--- src/rtl/boolean_expression_pkg.sv ---
// boolean_expression_pkg: widths and request/index types shared by the priority encoder
package boolean_expression_pkg;
    localparam int D_W = 16;
    localparam int Y_W = 4;
    typedef logic [D_W-1:0] req_t;
    typedef logic [Y_W-1:0] idx_t;
endpackage

--- src/rtl/boolean_expression_prio_enc16.sv ---
// prio_enc16: combinational 16-to-4 priority encoder, highest set bit wins, two-level nibble encode
module prio_enc16
    import boolean_expression_pkg::*;
(
    input  logic [D_W-1:0] D,
    output logic [Y_W-1:0] Y,
    output logic           V
);
    logic [3:0] grp;
    logic [1:0] hi;
    logic [1:0] lo;
    logic [3:0] nib;
    // pick the highest non-empty nibble, then the highest bit inside it; ternaries keep X visible in sim
    always_comb begin
        grp = {|D[15:12], |D[11:8], |D[7:4], |D[3:0]};
        hi  = grp[3] ? 2'd3 : grp[2] ? 2'd2 : grp[1] ? 2'd1 : 2'd0;
        nib = D[{hi, 2'b00} +: 4];
        lo  = nib[3] ? 2'd3 : nib[2] ? 2'd2 : nib[1] ? 2'd1 : 2'd0;
        Y   = {hi, lo};
        V   = |grp;
    end
endmodule

--- src/rtl/boolean_expression.sv ---
// boolean_expression: priority encoder with combinational and registered index; one-hot grant G under BOOLEAN_EXPRESSION_ONEHOT_EN
module boolean_expression
    import boolean_expression_pkg::*;
(
    input  logic           clk,
    input  logic           rst,
    input  logic [D_W-1:0] D,
    output logic [Y_W-1:0] Y,
    output logic           V,
    output logic [Y_W-1:0] Y_q,
    output logic           V_q
`ifdef BOOLEAN_EXPRESSION_ONEHOT_EN
    ,
    output logic [D_W-1:0] G
`endif
);
    prio_enc16 u_enc (
        .D(D),
        .Y(Y),
        .V(V)
    );
    // one-cycle registered copy for pipelined consumers; reset clears only this copy
    always_ff @(posedge clk) begin
        Y_q <= rst ? '0 : Y;
        V_q <= rst ? 1'b0 : V;
    end
`ifdef BOOLEAN_EXPRESSION_ONEHOT_EN
    assign G = V ? (req_t'(1) << Y) : '0;
`endif
endmodule

--- config.mk ---
export PLATFORM = sky130hd
export DESIGN_NAME = boolean_expression
export DESIGN_NICKNAME = d
export VERILOG_FILES = /design/src/rtl/boolean_expression_pkg.sv /design/src/rtl/boolean_expression_prio_enc16.sv /design/src/rtl/boolean_expression.sv
export SDC_FILE = /design/constraint.sdc
export NUM_CORES = 1
export LEC_CHECK = 0
export BUFFER_PORTS_ARGS = -buffer_cell sky130_fd_sc_hd__buf_4
export CAP_MARGIN = 20
export CELL_PAD_IN_SITES_DETAIL_PLACEMENT = 0
export CELL_PAD_IN_SITES_GLOBAL_PLACEMENT = 2
export CORE_MARGIN = 3
export CORE_UTILIZATION = 15
export CTS_BUF_LIST = sky130_fd_sc_hd__clkbuf_16
export DETAILED_ROUTE_END_ITERATION = 8
export PLACE_DENSITY_LB_ADDON = 0.1
export SYNTH_ARGS = -nofsm -noshare
export SYNTH_HDL_FRONTEND = slang
export SYNTH_SLANG_ARGS = --single-unit
export TNS_END_PERCENT = 30
--- constraint.sdc ---
create_clock -name clk -period 2.23 [get_ports clk]
set_input_delay 0.446 -clock clk [delete_from_list [all_inputs] [get_ports clk]]
set_output_delay 0.446 -clock clk [all_outputs]
set_load 0.05 [all_outputs]
Word-level counts from Yosys, hierarchy flattened
Index checks and enable logic that the tools add are counted.

Register bits: 5. Input bits: 18.

Shift operators: 1. Mux-type cells: 6. Reductions and logical operators: 4.

Operators by type and width (number): $reduce_or A16 Y1 (1); $shiftx A16 B5 Y4 (1); $reduce_or A4 Y1 (3); $mux W2 (4); $mux W1 (2).

Longest topological paths before layout
Depth in word-level cells: 8. Gate-level depth with buffers: 4. Mapped depth without buffers: 4.

Modules after synthesis
A second synthesis with hierarchy kept.

Cells, all modules: 31. Area total of the unflattened synthesis: 299.0 µm².

Modules (own cells, without submodules): prio_enc16 (times used 1, cells each 21, area each 167.7 µm², sequential area each 0.0 µm²); boolean_expression (times used 1, cells each 10, area each 131.4 µm², sequential area each 100.1 µm²).

Worst setup path after synthesis
OpenSTA, ideal clock, no wires.

Path kind: input-to-output. From: input port D[8]. To: output port Y[2]. Arrival: 2132 ps. Slack: -348 ps. Cell stages on the path: 2. Cells stage by stage: or4_4 o21ai_0.

Word-level cells in the longest chain between the ends: 3.

Ends and longest elaborated chain: from (decl) (RTL line boolean_expression.sv:7) `input logic [D_W-1:0] D,`; $reduce_or A4 Y1 (RTL line boolean_expression_prio_enc16.sv:15) `grp = {|D[15:12], |D[11:8], |D[7:4], |D[3:0]};`; $mux W2 (2 in series) (RTL line boolean_expression_prio_enc16.sv:16) `hi = grp[3] ? 2'd3 : grp[2] ? 2'd2 : grp[1] ? 2'd1 : 2'd0;`; to (decl) (RTL line boolean_expression.sv:8) `output logic [Y_W-1:0] Y,`.

No other way between the ends.

Worst setup path after layout
From: input port D[11]. To: output port Y[1].

Word-level cells in the longest chain between the ends: 6.

Ends and longest elaborated chain: $reduce_or A4 Y1 (RTL line boolean_expression_prio_enc16.sv:15); $mux W2 (2 in series) (RTL line boolean_expression_prio_enc16.sv:16); $shiftx A16 B5 Y4 (*) (RTL line boolean_expression_prio_enc16.sv:17) `nib = D[{hi, 2'b00} +: 4];`; $mux W2 (RTL line boolean_expression_prio_enc16.sv:18) `lo = nib[3] ? 2'd3 : nib[2] ? 2'd2 : nib[1] ? 2'd1 : 2'd0;`; $mux W2 (*) (RTL line boolean_expression_prio_enc16.sv:18).

Mark *: on every way between the ends. The rest lies on a longest branch, timed or not.

==> impl_results.md <==
- WP data arrival: 1.77 ns
- Sinks on Clock Net: 5
- Max Clock Freq: 0.450 GHz
- Setup violators final: 0
- Leak: 0.304 nW
- Final #Nets: 93
- Critical Path RT: 1.78 ns
- Via count: 415
- Fillers: 197
- CTS HTree Levels: 1
- DRC Markers: 0
- All-Layer GR Usage: 9.17%
- Tmin final: 2.22 ns
- Rows: 15
- Placed cells: 94
- GPL Wtd Cong: 0.662
- Post-synth cell types: 17
- Hold/Removal Path Class: in -> reg
- Dpl cell area: 584 um2
- Clock tree buffer depth: 2
- CP Capture Point: Y[1]
- CTS tree: built
- Post-synthesis cell area: 290 um2
- Worst-path fanout max: 4
- Dpl hpwl: 870 um
- Drt wl/cell: 10.7 um
- Max-Cap Viols: 0
- Critical path depth: 6
- Largest net degree at the start of global routing: 6
- Number of port buffers: 27
- Met3 Use GR: ~5%
- Rel. slew slack: 61.3%
- CP Launch Point: D[11]
- Final period util: 99.6%
- Post-Layout Cell Count: 99
- Final worst hold slack: 0.412 ns
- Cells after Synth: 34
- CP max stage cell: or4_4
- Multi-input logic area: 208 um2
- Post-Layout Inst Area: about 700 um2
- Vias/cell: around 4.2
- Crit path capture type: output port
- Pwr Density: 704 mW/mm2
- Fraction of registers with async set or reset after synthesis: 0%
- Die area: 0.00250 mm2
- Synth Area per Inst: 8.54 um2
- Die Ht: 50.0 um
- Seq/Total Area, Yosys: around a third
- Initial antenna violation count: 0
- Initial DRC Count: 6
- Syn nets: 52
- Worst vdd ir: 412 uV
- Post-Route WL: 1060 um
- Grt met1 use: 11.6%
- Max-slew violation count: 0
- Largest cells by area after synthesis: dfxtp_1 (34%), o2bb2ai_1 (9.1%), nor4_1 (8.6%)
- Reg area: ~100 um2
- Num CTS Buffers: 3
- Critical path's top delay family: simple AND/OR/NAND/NOR gates
- Ys Warns: 0
- Num ports: 28
- Number of global-route vias before repair: 389
- Post-synth EDFFs: 0
- First-pass GRT wire length: about 1600 um
- Hold Buf Count CTS: 0
- Core Area: 0.00178 mm2
- Post-layout util: 39.4%
- Die width: 50.0 um
- Seq cells post-synth: 5
- Count leader, synth: dfxtp_1
- Share of cells above drive strength 1: 59.5%
- Ant. Diodes: 0
- RSZ-0062 raised after global routing: yes
- Bufs and invs on worst path: 2
- Top post-synthesis cells by count: dfxtp_1 (5), a21oi_1 (4), nor4_1 (4)
- CP Launch Type: input port
- Pre-antenna DRT Iters: 2
- Post-route ant nets: 0
- Least-Margin Pin Slew: about 0.57 ns
- Reg clk slew, reported paths: 0.03 ns
- Total gr overflow: 0
- Global routing's busiest layer: met1
- Status: finished, final reports clean
- Main flop type after synthesis: dfxtp_1
- Synth top area share: 34.5%
- Classification of the worst setup path: in -> out
- Area leader, netlist: dfxtp_1
- Crit path largest cell delay: 0.58 ns
- Final hold vios: 0
- GRT met2 Usage: 11.1%
- Initial Utilization: 16.3%
- Clk root buf: clkbuf_16
- Crit-path cells: buf_4, or4_4, o2bb2ai_2, or2_1, nand2_1, buf_6
- Area Overhead vs Synth: 142%
-- how the worst min path moves through the flow --
stage	slack, ns	end	from	cells past startpoint
after detailed placement	0.65	Y_q[1]	rst	2
after floorplan	0.52	Y_q[0]	rst	1
after global routing	0.41	Y_q[2]	rst	2
after global placement	0.65	Y_q[2]	rst	2
after CTS	0.41	Y_q[1]	rst	2
final	0.41	Y_q[1]	rst	2
-- kinds of logic (layout without fill, tap and decap cells) --
| family | after synthesis | in the layout | synth area share (%) |
|---|---|---|---|
| compound gates | 11 | 11 | 25.0 |
| buf+inv | 1 | 41 | 1.29 |
| simple gates | 17 | 17 | 39.2 |
| flops | 5 | 5 | 34.5 |
-- per-stage QoR --
stage               total power (W)  setup TNS, ns  worst slack, ns
global route               0.000522         -0.150          -0.0663
detailed placement         0.000203        -0.0663          -0.0444
global placement           0.000203        -0.0157          -0.0121
CTS                        0.000503              0          0.00302
floorplan                  0.000147              0           0.0385
finish                     0.000495              0          0.00984
-- cell type report --
| class | instances | area share [%] |
|---|---|---|
| Inverter | 1 | 0.534 |
| Multi-Input combinational cell | 28 | 29.5 |
| Clock buffer | 3 | 10.7 |
| Sequential cell | 5 | 14.2 |
| Clock inverter | 1 | 0.534 |
| Tap cell | 25 | 4.45 |
| Timing Repair Buffer | 36 | 40.0 |
-- flip-flops by register name, summed over array words and instances, names as in the netlist --
signal / count
V_q: 1
Y_q: 4
-- layer usage --
layer | wire, um | vias to the layer above
met2 | 445 | 22
met1 | 504 | 172
met4 | 12 | 0
met3 | 96 | 2
met5 | 0 | -
li1 | - | 219
-- power breakdown --
part,internal [W],total [W],leakage (nW),switching [W]
registers,0.0000959,0.0000973,0.0421,0.00000139
clock network,0.000232,0.000288,0.0423,0.0000559
logic,0.0000497,0.000110,0.220,0.0000601
-- what timing repair did --
| action | in CTS | in global routing |
|---|---|---|
| gates cloned | 0 | 0 |
| pin swaps | 3 | 2 |
| resized for setup | 5 | 1 |
| setup buffers | 1 | 0 |
| hold endpoints to repair | 0 | 0 |
| setup endpoints to repair | 2 | 3 |
-- layout by cell type (no fill, tap or decap), drive strengths merged --
master,count
dfxtp,5
nand3,1
o21ai,1
o2bb2ai,3
nor4,5
o211ai,1
a21oi,4
a31oi,1
nor2b,1
or2,1
clkbuf,3
o21a,1
nor4b,2
nand2,2
or4,2
inv,2
buf,36
nor2,3
Power figures use the tool's default switching activity.
